<file path="src/rtl/aes_sub_bytes_ctrl.sv">
// SubBytes stage controller: streams a state block one word per cycle through the
// shared S-box lookup and reassembles the substituted block for ShiftRows.
module aes_sub_bytes_ctrl #(
  parameter int BLOCK_W   = 128,
  parameter int WORD_W    = 32,
  parameter int NUM_WORDS = 4
) (
  input  logic               clk,
  input  logic               reset,
  input  logic               sbox_available,
  input  logic [BLOCK_W-1:0] state_in,
  input  logic               state_in_vld,
  output logic               state_in_rdy,
  output logic [WORD_W-1:0]  sub_bytes_val,
  output logic               sub_bytes_val_vld,
  input  logic [WORD_W-1:0]  sub_bytes_sbox_data,
  input  logic               sub_bytes_sbox_data_vld,
  output logic [BLOCK_W-1:0] state_out,
  output logic               state_out_vld,
  output logic               busy
);

  localparam int CNT_W = (NUM_WORDS > 1) ? $clog2(NUM_WORDS) : 1;
  localparam logic [CNT_W-1:0] LAST_WORD = CNT_W'(NUM_WORDS - 1);

  typedef enum logic [1:0] {
    IDLE = 2'd0,
    SUB  = 2'd1,
    DONE = 2'd2
  } fsm_e;

  fsm_e               fsm_q, fsm_d;
  logic               sbox_loaded_q, sbox_loaded_d;
  logic [CNT_W-1:0]   cnt_q, cnt_d;
  logic [BLOCK_W-1:0] in_q, in_d;
  logic [BLOCK_W-1:0] res_q, res_d;
  logic [BLOCK_W-1:0] state_out_q, state_out_d;

  // Word 0 sits in the most significant bits of the block.
  function automatic logic [WORD_W-1:0] word_sel(input logic [BLOCK_W-1:0] blk,
                                                 input logic [CNT_W-1:0] idx);
    return blk[BLOCK_W-1-WORD_W*int'(idx) -: WORD_W];
  endfunction

  always_comb begin
    fsm_d         = fsm_q;
    sbox_loaded_d = sbox_loaded_q;
    cnt_d         = cnt_q;
    in_d          = in_q;
    res_d         = res_q;
    state_out_d   = state_out_q;

    // Reloads of the table only ever keep the flag set.
    if (sbox_available) sbox_loaded_d = 1'b1;

    case (fsm_q)
      IDLE: begin
        if (state_in_vld && sbox_loaded_q) begin
          in_d  = state_in;
          cnt_d = '0;
          fsm_d = SUB;
        end
      end
      SUB: begin
        if (sub_bytes_sbox_data_vld) begin
          res_d[BLOCK_W-1-WORD_W*int'(cnt_q) -: WORD_W] = sub_bytes_sbox_data;
          if (cnt_q == LAST_WORD) begin
            state_out_d = res_d;
            cnt_d       = '0;
            fsm_d       = DONE;
          end else begin
            cnt_d = cnt_q + 1'b1;
          end
        end
      end
      DONE:    fsm_d = IDLE;
      default: fsm_d = IDLE;
    endcase
  end

  always_ff @(posedge clk) begin
    if (reset) begin
      fsm_q         <= IDLE;
      sbox_loaded_q <= 1'b0;
      cnt_q         <= '0;
      state_out_q   <= '0;
    end else begin
      fsm_q         <= fsm_d;
      sbox_loaded_q <= sbox_loaded_d;
      cnt_q         <= cnt_d;
      state_out_q   <= state_out_d;
    end
  end

  // Working block registers are fully rewritten before use, so they need no reset.
  always_ff @(posedge clk) begin
    in_q  <= in_d;
    res_q <= res_d;
  end

  // All outputs decode registered state only; nothing passes through from inputs.
  assign state_in_rdy      = (fsm_q == IDLE) && sbox_loaded_q;
  assign sub_bytes_val_vld = (fsm_q == SUB);
  assign sub_bytes_val     = (fsm_q == SUB) ? word_sel(in_q, cnt_q) : '0;
  assign state_out         = state_out_q;
  assign state_out_vld     = (fsm_q == DONE);
  assign busy              = (fsm_q == SUB) || (fsm_q == DONE);

endmodule

</file>
<file path="config.mk">
export PLATFORM = sky130hd
export DESIGN_NAME = aes_sub_bytes_ctrl
export DESIGN_NICKNAME = d
export VERILOG_FILES = /design/src/rtl/aes_sub_bytes_ctrl.sv
export SDC_FILE = /design/constraint.sdc
export NUM_CORES = 1
export LEC_CHECK = 0
export BUFFER_PORTS_ARGS = -buffer_cell sky130_fd_sc_hd__buf_2
export CORE_ASPECT_RATIO = 0.8
export CORE_MARGIN = 1.5
export CORE_UTILIZATION = 58
export CTS_CLUSTER_SIZE = 40
export DETAILED_ROUTE_END_ITERATION = 6
export HOLD_SLACK_MARGIN = 0.12
export PLACE_DENSITY = 0.9
export SLEW_MARGIN = 5
export SYNTH_ARGS = -nofsm -noshare
export SYNTH_HDL_FRONTEND = slang
export SYNTH_SLANG_ARGS = --single-unit
</file>
<file path="constraint.sdc">
create_clock -name clk -period 7.6 [get_ports clk]
set_input_delay 1.52 -clock clk [delete_from_list [all_inputs] [get_ports clk]]
set_output_delay 1.52 -clock clk [all_outputs]
set_load 0.01 [all_outputs]
</file>
Yosys cells after proc, flatten, opt, wreduce, memory -nomap -nowiden
Index checks and enable logic that the tools add are counted.
{"block": "classes", "shift": 3, "n_addsub": 3, "reduce_logical": 10, "eq_ne": 6, "muxes": 10}
{"cell": "32-bit by 33-bit variable shift with 159-bit output, first input constant", "count": 1}
{"cell": "159-bit by 8-bit variable part select with 32-bit output", "count": 1}
{"cell": "32-bit by 33-bit variable part select with 159-bit output", "count": 1}
{"cell": "128-bit bitwise mux", "count": 1}
{"cell": "8-bit negation with 33-bit output", "count": 1}
{"cell": "32-bit 2-to-1 mux", "count": 1}
{"cell": "2-bit 2-to-1 mux", "count": 6}
{"cell": "3-bit AND reduction", "count": 3}
{"cell": "2-bit one-hot mux with 2 select lines", "count": 2}
{"cell": "7-bit by 7-bit subtractor with 8-bit output, first input constant", "count": 1}
{"cell": "2-bit == test, second input constant", "count": 2}
{"cell": "2-bit by 1-bit inequality test with 1-bit output, second input constant", "count": 2}
{"cell": "2-bit AND reduction", "count": 2}
{"cell": "2-bit by 1-bit adder with 2-bit output, second input constant", "count": 1}
{"cell": "2-bit by 1-bit == test with 1-bit output, second input constant", "count": 1}
{"cell": "1-bit logical AND", "count": 2}
{"cell": "2-bit zero test", "count": 1}
{"cell": "2-bit inequality test, second input constant", "count": 1}
{"cell": "2-bit nonzero test", "count": 1}
{"cell": "1-bit logical OR", "count": 1}
{"block": "word_totals", "wordCells": 38, "out_inout_bits": 164, "input_bits": 165, "regBits": 389}

Depth between registers and ports, before layout
{"block": "depth", "word_depth": 4, "mapped_depth": 8, "depth_no_buf": 5}

Worst setup path before layout
No wires, ideal clock.
{"block": "synth_path", "path_kind": "input port to flip-flop", "start": "input state_in_vld", "end": "register in_q[0], enable pin", "t_arrival_ns": 4.520, "setup_slack_ns": 2.577, "stages": 1, "required_time_ns": 7.097, "n_path_buf": 0, "setup_time_ns": 0.503, "cell_sequence": "and3_1"}
{"block": "synth_via", "elab_chain_len": 2}
{"element": "start, declared", "line": "12", "text": "input logic state_in_vld,"}
{"element": "1-bit logical AND", "line": "58", "text": "if (state_in_vld && sbox_loaded_q) begin"}
{"element": "2-bit AND reduction (no line)"}
{"element": "end signal, assigned", "line": "97", "text": "in_q <= in_d;"}
{"element": "end, declared", "line": "35", "text": "logic [BLOCK_W-1:0] in_q, in_d;"}
No other way between the ends.
A chain may end at the register's enable or synchronous reset.

Final worst setup path
{"block": "layout_path", "start": "register cnt_q[0]", "end": "output sub_bytes_val[27]"}
{"block": "layout_via", "elab_chain_len": 3}
{"element": "start, declared", "line": "34", "text": "logic [CNT_W-1:0] cnt_q, cnt_d;"}
{"element": "start signal, assigned", "line": "90", "text": "cnt_q <= cnt_d;"}
{"element": "7-bit by 7-bit subtractor with 8-bit output", "line": "42", "text": "return blk[BLOCK_W-1-WORD_W*int'(idx) -: WORD_W];"}
{"element": "159-bit by 8-bit variable part select with 32-bit output", "line": "42"}
{"element": "32-bit 2-to-1 mux", "line": "104", "text": "assign sub_bytes_val = (fsm_q == SUB) ? word_sel(in_q, cnt_q) : '0;"}
{"element": "end, declared", "line": "14", "text": "output logic [WORD_W-1:0] sub_bytes_val,"}
No other way between the ends.

==> metrics.txt <==
syn avg cell area=12.51 um^2; Buffers on Ports=328; number of global-route vias before repair=9,957; Final Cell Area=16,940 um^2; max_cap viols=0; RSZ-0062 raised after global routing=false; layout cell share with drive strength beyond 1=29.76%; proportion of synthesized area in mux cells=5.305%; total power=3.966 mW; Slew Viols, Final=0; setup ws final=3.486 ns; WL met3=3.251 mm; DP Wirelength=22.40 mm; drt wl/cell=20.35 um; Post-Route WL=35.65 mm; power per cell area=234.1 nW/um^2; R2R setup slack=4.43 ns; initial antenna violation count=2; leading cell types by count after synthesis=224 x edfxtp_1, 133 x dfxtp_1, 129 x nand2_1, 129 x nand3_1; status=completed; first-pass detailed-route iteration total=5; clock skew=0.01108 ns; fin crit period=4.114 ns; synth top area cells=edfxtp_1 47%, dfxtp_1 19%, a311oi_1 5.9%, mux4_2 5.1%, nand3_1 4.6%; dpl cell area=15,870 um^2; ys flop type=edfxtp_1; Routed Antenna Nets=0; Fillers=1,602; Hold Crit Class=flip-flop to flip-flop; highest routed layer=met4; Post-synth EDFFs=224; clock root cell=clkbuf_16; period utilisation layout=54.14%; Post-Route Setup TNS=0 ns; worst rel slew slack=19.31%; setup violators final=0; cell taking the most area after synthesis=edfxtp_1; Die H=142.8 um; CP endpoint kind=output port; Placer Congestion=0.8387; nets@finish=1,587; compound-gate portion of the synthesized area=7.433%; starting density of the core=59.78%; Mapped Nets=1,307; Crit Path Category=flip-flop to output port; slew at the pin closest to its max-slew limit=1.210 ns; flops & latches, synth=357; Sink Count=357; die area=25,390 um^2; simple-gate area share of the yosys netlist=16.91%; hold_sp=state_out[11]; cts bufs inserted=35; largest net degree at the start of global routing=225; most instantiated library cell after synthesis=edfxtp_1; num ports=329; first-pass GRT wire length=54.28 mm; CTS max path bufs=3; metal2 WL=17.19 mm; hold slack=0.4532 ns; leakage=6.545 nW; Mapped Cells=1,133; drc violations=0; Hold Path Depth=2; Worst-Skew Late Latency=0.51 ns; CTS Hold Bufs=0; die extent in x=177.8 um; YS warnings=0; H-tree Lvls=2; post-synthesis sequential area ratio=66.24%; Max rail drop VDD=0.0002205 V; total gr overflow=0; XOR/XNOR share of the synthesized area=0%; crit-path max FO=27; Worst Reg-to-Reg Cells=6; Fmax=0.2431 GHz; post-CTS setup buffers=0; largest family of logic cells by synthesized area=simple AND/OR/NAND/NOR gates; hold endpoint=state_out[11]; Netlist cell types=29; Yosys top cell area share=47.46%; critical path data required time=6.08 ns; pre-CTS setup slack=3.956 ns; Layout area overhead=19.52%; post-cts sizing count=0; WL met1=14.08 mm; reg2reg start=cnt_q[0]; via count=10,450; core region area=23,710 um^2; CP arrival=2.59 ns; num rows=50; gr usage total=27.75%; DR vias/cell=5.962; CTS tree=built; Worst setup SP type=flip-flop; worst reg2reg endpoint=state_out[36]; Cell Area, Synth=14,170 um^2; Synth Area in Adders=0.7945%; ys async rst share=0%; CTS clock-pin slew for the worst setup and hold paths=0.06 ns; initial DRC count=1,098; Final Hold Vio Count=0
worst max path at each step:
stage,start,endpoint,slack [ns]
floorplan,state_in_vld,in_q[0],2.58
global placement,cnt_q[0],sub_bytes_val[30],3.99
finish,cnt_q[0],sub_bytes_val[27],3.49
CTS,cnt_q[0],sub_bytes_val[27],3.42
detailed placement,cnt_q[0],sub_bytes_val[27],3.96
global route,cnt_q[0],sub_bytes_val[27],3.29
cell usage in the layout, fill, tap and decap left out, types with 3 or more instances in the layout:
cell type,Yosys,final
a21oi_1,34,34
a311oi_1,96,96
and2_1,35,33
buf_2,30,327
buf_4,13,7
clkbuf_1,42,15
clkbuf_16,0,37
clkinv_2,0,6
dfxtp_1,133,131
edfxtp_1,224,224
ha_1,9,6
ha_2,0,3
inv_1,4,4
mux4_2,32,32
nand2_1,129,129
nand2b_1,98,98
nand3_1,129,128
nor2_1,98,98
final cells by class:
type / count / area, um^2 / area share, %
Antenna cell: 2 / 5.005 / 0.02954
Clock buffer: 53 / 996.0 / 5.879
Clock inverter: 9 / 71.32 / 0.4210
Inverter: 4 / 15.01 / 0.08863
Multi-Input combinational cell: 680 / 4362 / 25.75
Sequential cell: 357 / 9392 / 55.44
Tap cell: 312 / 390.4 / 2.304
Timing Repair Buffer: 335 / 1709 / 10.09
per-layer routing:
metal,vias up,GRT usage (%)
met5,-,0
met4,0,10.26
met3,73,5.698
met2,518,44.47
met1,5133,37.72
li1,4721,-
cells by family (layout without fill, tap and decap cells):
| group | Yosys count | in the layout |
|---|---|---|
| flip-flops | 357 | 357 |
| adder cells (fa/ha/maj) | 9 | 9 |
| AO/OA/AOI/OAI | 136 | 136 |
| buffers and inverters | 96 | 401 |
| other | 0 | 2 |
| multiplexers | 35 | 35 |
| AND/OR/NAND/NOR | 500 | 500 |
flip-flops by register name (all words and copies together) (netlist names):
| register | flops |
|---|---|
| in_q | 128 |
| state_out | 128 |
| res_q | 96 |
| cnt_q | 2 |
| fsm_q | 2 |
| sbox_loaded_q | 1 |
worst max-delay path, stage by stage, from the launching register on:
cell	delay (ns)
dfxtp_2	0.64
buf_4	0.53
mux4_2	0.57
and2_1	0.18
buf_2	0.14
per-stage QoR:
step,utilization (%),std cells
CTS,71.42,1750
global route,71.45,1752
finish,71.45,1752
floorplan,-,1133
global placement,66.92,1688
detailed placement,66.92,1688
power by group:
group	leakage, nW	switching, mW	internal (mW)
Clock	0.520	0.703	0.941
Sequential	3.12	0.0144	2.11
Combinational	2.90	0.118	0.0779
No activity file was read; power rests on OpenSTA's default activity.
